[src/rtl/csa_pipe_adder_if.sv]
// rtl/csa_pipe_adder_if.sv - operand/result handshake bundle for csa_pipe_adder
interface csa_pipe_adder_if #(
  parameter int WIDTH = 44
) ();
  logic             i_valid;
  logic             o_ready;
  logic [WIDTH-1:0] i_add_term1;
  logic [WIDTH-1:0] i_add_term2;
  logic             i_cin;
  logic             i_sub;
  logic             o_valid;
  logic             i_ready;
  logic [WIDTH-1:0] o_sum;
  logic             o_cout;
  logic             o_ovf;

  // Issuer / result consumer side
  modport master (
    output i_valid, i_add_term1, i_add_term2, i_cin, i_sub, i_ready,
    input  o_ready, o_valid, o_sum, o_cout, o_ovf
  );

  // Adder side
  modport slave (
    input  i_valid, i_add_term1, i_add_term2, i_cin, i_sub, i_ready,
    output o_ready, o_valid, o_sum, o_cout, o_ovf
  );
endinterface

[src/rtl/csa_pipe_adder.sv]
// rtl/csa_pipe_adder.sv - pipelined carry-select adder/subtractor with valid/ready flow control
module csa_pipe_adder #(
  parameter int WIDTH  = 44,
  parameter int BLOCK  = 4,
  parameter int STAGES = 3
) (
  input  logic            i_clk,
  input  logic            i_rst_n,
  csa_pipe_adder_if.slave bus
);
  localparam int NSEG = (WIDTH + BLOCK - 1) / BLOCK;
  localparam int SPS  = (NSEG + STAGES - 1) / STAGES;
  localparam int LAST = STAGES - 1;

  // Stage k registers: operands (A, B'), sum bits resolved so far, carry out of
  // the highest resolved segment, and the valid bit. Bits of A/B' already
  // consumed are dead downstream except the MSBs that feed o_ovf.
  logic [WIDTH-1:0]  r_a [STAGES];
  logic [WIDTH-1:0]  r_b [STAGES];
  logic [WIDTH-1:0]  r_s [STAGES];
  logic [STAGES-1:0] r_c;
  logic [STAGES-1:0] r_v;

  logic [WIDTH-1:0]  w_a_nxt [STAGES];
  logic [WIDTH-1:0]  w_b_nxt [STAGES];
  logic [WIDTH-1:0]  w_s_nxt [STAGES];
  logic [STAGES-1:0] w_c_nxt;
  logic [STAGES-1:0] w_v_nxt;

  logic [WIDTH-1:0]  w_b_in;
  logic              w_c0;
  logic              w_adv;

  assign w_b_in = bus.i_add_term2 ^ {WIDTH{bus.i_sub}};
  assign w_c0   = bus.i_sub ? 1'b1 : bus.i_cin;

  // Single global advance: the whole pipe moves unless the output is held
  assign w_adv       = !r_v[LAST] || bus.i_ready;
  assign bus.o_ready = w_adv;

  assign bus.o_valid = r_v[LAST];
  assign bus.o_sum   = r_s[LAST];
  assign bus.o_cout  = r_c[LAST];
  assign bus.o_ovf   = (r_a[LAST][WIDTH-1] == r_b[LAST][WIDTH-1]) &&
                       (r_s[LAST][WIDTH-1] != r_a[LAST][WIDTH-1]);

  // Next state of every stage: resolve this stage's segments on top of the predecessor's registers
  always_comb begin
    int               p;
    int               lo;
    logic [WIDTH-1:0] a;
    logic [WIDTH-1:0] b;
    logic [WIDTH-1:0] s;
    logic             c;
    logic             c_0;
    logic             c_1;
    logic [BLOCK-1:0] t_0;
    logic [BLOCK-1:0] t_1;
    p       = 0;
    lo      = 0;
    a       = '0;
    b       = '0;
    s       = '0;
    c       = 1'b0;
    c_0     = 1'b0;
    c_1     = 1'b0;
    t_0     = '0;
    t_1     = '0;
    w_a_nxt = '{default: '0};
    w_b_nxt = '{default: '0};
    w_s_nxt = '{default: '0};
    w_c_nxt = '0;
    w_v_nxt = '0;
    for (int k = 0; k < STAGES; k++) begin
      p = (k > 0) ? k - 1 : 0;
      if (k == 0) begin
        a = bus.i_add_term1;
        b = w_b_in;
        s = '0;
        c = w_c0;
      end else begin
        a = r_a[p];
        b = r_b[p];
        s = r_s[p];
        c = r_c[p];
      end
      // Stages past the last segment fall through as pure delay
      for (int j = 0; j < NSEG; j++) begin
        if (j >= k * SPS && j < (k + 1) * SPS) begin
          lo  = j * BLOCK;
          // Segment 0 ripples with the true carry-in; the others precompute both carries
          c_0 = (j == 0) ? c : 1'b0;
          c_1 = 1'b1;
          t_0 = '0;
          t_1 = '0;
          for (int i = 0; i < BLOCK; i++) begin
            if (lo + i < WIDTH) begin
              t_0[i] = a[lo+i] ^ b[lo+i] ^ c_0;
              t_1[i] = a[lo+i] ^ b[lo+i] ^ c_1;
              c_0    = (a[lo+i] & b[lo+i]) | (c_0 & (a[lo+i] ^ b[lo+i]));
              c_1    = (a[lo+i] & b[lo+i]) | (c_1 & (a[lo+i] ^ b[lo+i]));
            end
          end
          if (j != 0 && c) begin
            for (int i = 0; i < BLOCK; i++) begin
              if (lo + i < WIDTH) s[lo+i] = t_1[i];
            end
            c = c_1;
          end else begin
            for (int i = 0; i < BLOCK; i++) begin
              if (lo + i < WIDTH) s[lo+i] = t_0[i];
            end
            c = c_0;
          end
        end
      end
      w_a_nxt[k] = a;
      w_b_nxt[k] = b;
      w_s_nxt[k] = s;
      w_c_nxt[k] = c;
      w_v_nxt[k] = (k == 0) ? bus.i_valid : r_v[p];
    end
  end

  // Pipeline registers: clear on reset, all stages load together on advance, otherwise hold
  always_ff @(posedge i_clk or negedge i_rst_n) begin
    if (!i_rst_n) begin
      r_a <= '{default: '0};
      r_b <= '{default: '0};
      r_s <= '{default: '0};
      r_c <= '0;
      r_v <= '0;
    end else if (w_adv) begin
      r_a <= w_a_nxt;
      r_b <= w_b_nxt;
      r_s <= w_s_nxt;
      r_c <= w_c_nxt;
      r_v <= w_v_nxt;
    end
  end
endmodule

[src/flat_wrapper.sv]
// flat-port wrapper written by rule: the top's interface ports become plain ports
module csa_pipe_adder_flat 
#(
  parameter int WIDTH  = 44,
  parameter int BLOCK  = 4,
  parameter int STAGES = 3
)
  (i_clk, i_rst_n, bus_i_valid, bus_i_add_term1, bus_i_add_term2, bus_i_cin, bus_i_sub, bus_i_ready, bus_o_ready, bus_o_valid, bus_o_sum, bus_o_cout, bus_o_ovf);
  csa_pipe_adder_if #(.WIDTH(WIDTH)) bus_i ();
  input  logic i_clk;
  input  logic i_rst_n;
  input wire logic [$bits(bus_i.i_valid)-1:0] bus_i_valid;
  input wire logic [$bits(bus_i.i_add_term1)-1:0] bus_i_add_term1;
  input wire logic [$bits(bus_i.i_add_term2)-1:0] bus_i_add_term2;
  input wire logic [$bits(bus_i.i_cin)-1:0] bus_i_cin;
  input wire logic [$bits(bus_i.i_sub)-1:0] bus_i_sub;
  input wire logic [$bits(bus_i.i_ready)-1:0] bus_i_ready;
  output wire logic [$bits(bus_i.o_ready)-1:0] bus_o_ready;
  output wire logic [$bits(bus_i.o_valid)-1:0] bus_o_valid;
  output wire logic [$bits(bus_i.o_sum)-1:0] bus_o_sum;
  output wire logic [$bits(bus_i.o_cout)-1:0] bus_o_cout;
  output wire logic [$bits(bus_i.o_ovf)-1:0] bus_o_ovf;
  assign bus_i.i_valid = bus_i_valid;
  assign bus_i.i_add_term1 = bus_i_add_term1;
  assign bus_i.i_add_term2 = bus_i_add_term2;
  assign bus_i.i_cin = bus_i_cin;
  assign bus_i.i_sub = bus_i_sub;
  assign bus_i.i_ready = bus_i_ready;
  assign bus_o_ready = bus_i.o_ready;
  assign bus_o_valid = bus_i.o_valid;
  assign bus_o_sum = bus_i.o_sum;
  assign bus_o_cout = bus_i.o_cout;
  assign bus_o_ovf = bus_i.o_ovf;
  csa_pipe_adder #(.WIDTH(WIDTH), .BLOCK(BLOCK), .STAGES(STAGES)) u_core (.i_clk(i_clk), .i_rst_n(i_rst_n), .bus(bus_i));
endmodule
[config.mk]
export PLATFORM = sky130hd
export DESIGN_NAME = csa_pipe_adder_flat
export DESIGN_NICKNAME = d
export VERILOG_FILES = /design/src/rtl/csa_pipe_adder_if.sv /design/src/rtl/csa_pipe_adder.sv /design/src/flat_wrapper.sv
export SDC_FILE = /design/constraint.sdc
export NUM_CORES = 1
export LEC_CHECK = 0
export ABC_CLOCK_PERIOD_IN_PS = 6200
export BUFFER_PORTS_ARGS = -buffer_cell sky130_fd_sc_hd__buf_4
export CAP_MARGIN = 10
export CORE_ASPECT_RATIO = 1.5
export CORE_MARGIN = 3
export CORE_UTILIZATION = 52
export CTS_CLUSTER_SIZE = 8
export DETAILED_ROUTE_END_ITERATION = 10
export GPL_ROUTABILITY_DRIVEN = 0
export GPL_TIMING_DRIVEN = 0
export MAX_ROUTING_LAYER = met4
export PLACE_DENSITY = 0.85
export SLEW_MARGIN = 10
export SYNTH_ARGS = -nofsm -noshare
export SYNTH_HDL_FRONTEND = slang
export SYNTH_SLANG_ARGS = --single-unit
export TNS_END_PERCENT = 50
[constraint.sdc]
create_clock -name i_clk -period 6.2 [get_ports i_clk]
set_clock_uncertainty 0.05 [all_clocks]
set_input_delay 1.24 -clock i_clk [delete_from_list [all_inputs] [get_ports i_clk]]
set_output_delay 1.24 -clock i_clk [all_outputs]
set_load 0.01 [all_outputs]
==> flow_metrics.tcl <==
set metrics [dict create \
    status "finished with violations" \
    violations "negative setup slack" \
    cp-end-kind "register" \
    cpPeakStageDelay_ps 410 \
    drc 0 \
    antenna_found_initial 0 \
    ir_drop_uv 328.5 \
    place_area_sq_um 10530 \
    power_leakage_uw 0.005411 \
    overflow 0 \
    power.total_uw 5122 \
    wl_per_cell_microns 19.49 \
    die-area_sq_um 19080 \
    setup_viol 2 \
    synth_area_sq_um 9060 \
    avgSynthCellArea_sq_um 14.73 \
    synth_cells 615 \
    ios 142 \
    fin_area_sq_um 11310 \
    cts_tree "done" \
    cts.hold.buffers_added 0 \
    vias 5192 \
    drt_pre_antenna_iters 4 \
    die_y_microns 167.7 \
    first_iter_violations 157 \
    hp-class "reg2reg" \
    io_buffers 140 \
    core_area_sq_um 16910 \
    setup_ws_ps -495.4 \
    first_global_vias 5997 \
    min_delay_path_depth 1 \
    worst_path_most_repeated_cell "fa_2" \
    antennaDiodeCount 0 \
    reg2reg_setup_slack_ps 140 \
    cts_made_buffers 17 \
    seq_area_frac_synth_pct 49.72 \
    synth.distinct_cells 20 \
    hp-start "u_core.r_v[1]" \
    viasPerCell 5.146 \
    ys_warn_count 0 \
    htreeDepth 4 \
    worstPathArrival_ps 6960 \
    critPathRequiredTime_ps 6460 \
    rows 58 \
    grt_max_degree 100 \
    path_buf_inv 6 \
    holdPathEnd "u_core.r_v[2]" \
    cp_num_cells 24 \
    track_usage_pct 22.51 \
    cp_slowest_cell "fa_2" \
    pwr-share-clk_pct 22.6 \
    crit_chain "buf_16 -> xnor2_4 -> fa_2 -> fa_2 -> fa_2 -> inv_2 -> fa_2 -> mux2i_4 -> fa_2 -> fa_2 -> inv_2 -> fa_2 -> mux2i_2 -> fa_2 -> fa_2 -> inv_2 -> fa_2 -> mux2i_2 -> fa_2 -> inv_2 -> fa_2 -> inv_2 -> fa_1 -> mux2_4" \
    hold_viol 0 \
    postRouteAntennaNets 0 \
    reg2regPathDepth 22 \
    swShare_pct 29.76 \
    die_x_microns 113.8 \
    reg2reg_from "u_core.r_a[104]" \
    clockBufferDepth 2 \
    dp_slack_ps -1249 \
    clkSinkCount 180 \
    worstSetupStartpointType "primary input" \
    clk_transition_reported_paths_ps 60 \
    drt_wl_total_mm 19.67 \
    period_needed_ps 6695 \
    rsz0062_at_grt "yes" \
    final_max_slew_viol_count 0 \
    fmax_ghz 0.1494 \
    p_int_uw 3598 \
    max_slew_margin_pct 58.34 \
    drive_gt1_share_pct 57.82 \
    grt_pass1_wl_mm 31.84 \
    clk_latency_ps 430 \
    dp_hpwl_mm 14.06 \
    p_per_area_nw_per_um2 453.1 \
    seqPwrFrac_pct 37.6 \
    syn_nets 763 \
    crit_family "adder cells" \
    start_util_pct 53.58 \
    synth_seq_cells 180 \
    critPathKind "in2reg" \
    area_growth_pct 24.79 \
    timing.rr.end "u_core.r_s[75]" \
    final_nets 934 \
    switchingPower_uw 1524 \
    crit_fanout 4 \
    worst_pin_slew_ps 624.9 \
    comb_power_share_pct 39.8 \
    min_period_over_period_pct 108.0 \
    clockRootBuffer "clkbuf_16" \
    cap_violations 0 \
]
## per-layer routing
layer,track usage [%],share of wire (%),vias to the layer above
li1,-,-,2325
met1,24.81,37,2692
met2,39.98,56,128
met3,3.905,3.4,47
met4,8.992,3.4,0
met5,-,0,-
## power by group through the flow
stage                     Combinational [uW]  Clock, uW  Sequential (uW)
after floorplan                         1410          0             1840
after global placement                  1900          0             1890
after detailed placement                2000          0             1930
after CTS                               2040       1180             1920
after global routing                    2210       1230             1990
final                                   2040       1160             1930
## how the worst max path moves through the flow
stage / start / endpoint / slack (ps)
after global routing: bus_i_sub / u_core.r_s[103] / -670
after floorplan: bus_i_sub / u_core.r_s[103] / -850
after CTS: bus_i_sub / u_core.r_s[103] / -490
after global placement: bus_i_sub / u_core.r_s[103] / -1080
final: bus_i_sub / u_core.r_s[103] / -500
after detailed placement: bus_i_sub / u_core.r_s[103] / -1250
## cells in the mapped netlist (all sizes together)
cell      n  area share (%)
mux2    162              23
nand2     1           0.041
buf      69             5.9
inv      44             1.8
fa       34             7.5
nor3b    12            0.99
dfrtp   180              50
clkbuf    2           0.083
ha       20             2.8
xor2     41             4.0
a21oi    17             1.3
nor2      6            0.25
mux2i    10             1.1
o22ai     1           0.069
xnor2    13             1.3
nand2b    3            0.21
## state kept, by name, summed over array words and instances (netlist names)
| name | flops |
|---|---|
| u_core.r_s | 48 |
| u_core.r_a | 41 |
| u_core.r_c | 3 |
| u_core.bus.o_sum | 44 |
| u_core.r_v | 3 |
| u_core.r_b | 41 |
## kinds of logic (layout without fill, tap and decap cells)
kind of cell | Yosys count | count (layout) | synth area share, %
flops | 180 | 180 | 49.72
mux | 172 | 172 | 24.14
buf+inv | 115 | 299 | 7.775
fa+ha+maj | 54 | 54 | 10.27
xor+xnor | 54 | 54 | 5.220
simple gates | 22 | 22 | 1.492
compound gates | 18 | 18 | 1.381
## area by class of cell
type	count	area [sq um]
clock buffer	21	470.5
sequential	180	4504
tap	210	262.8
multi-input combinational	320	3974
fill	1200	5603
inverter	44	165.2
timing repair buffer	154	1209
clock inverter	11	173.9
buffer	69	546.8
## through the flow
step	setup TNS [ps]	utilization, %	cells	hold slack [ps]
after global placement	-3210	62.07	965	400.0
after floorplan	-2100	-	615	380.5
after detailed placement	-4181	62.28	966	408.5
final	-832.7	66.86	1009	420.8
after global routing	-1332	66.86	1009	466.1
after CTS	-741.0	66.50	1005	424.4
## what timing repair did
action                     in CTS  in global routing
setup buffers                   8                  4
cloned                          1                  0
setup endpoints to repair       7                  6
pin swaps                      17                 23
gates resized for setup         4                  9
## placed cells by master, fill, tap and decap left out, types with 2 or more instances in the layout
master      count
buf_6          11
xor2_1         41
fa_1           11
fa_2           23
buf_2          10
nand2b_1        3
clkbuf_16      17
clkbuf_8        3
bufinv_16       4
clkinv_4        2
buf_16          2
mux2i_1         6
clkinvlp_4      3
dfrtp_1       180
nor2_1          4
a21oi_1         6
inv_2           6
nor2_2          2
a21oi_2        11
clkbuf_1        3
mux2_2         90
xnor2_1        12
mux2_4         72
mux2i_2         3
nor3b_1        12
ha_1           19
inv_1          38
buf_4         196
## worst register-to-register path, cell delays in order (launching register included)
cell and delay [ps]:
dfrtp_1 410, ha_2 190, nor2_2 90, a21oi_2 60
fa_2 380, fa_2 370, fa_2 370, mux2i_2 180
fa_2 390, fa_2 380, fa_2 360, nor2_2 140
a21oi_2 60, fa_2 360, fa_2 350, fa_2 380
nor2_1 100, a21oi_1 60, fa_2 350, fa_2 360
inv_2 60, fa_1 420, a21oi_2 140
Power figures use the tool's default switching activity.
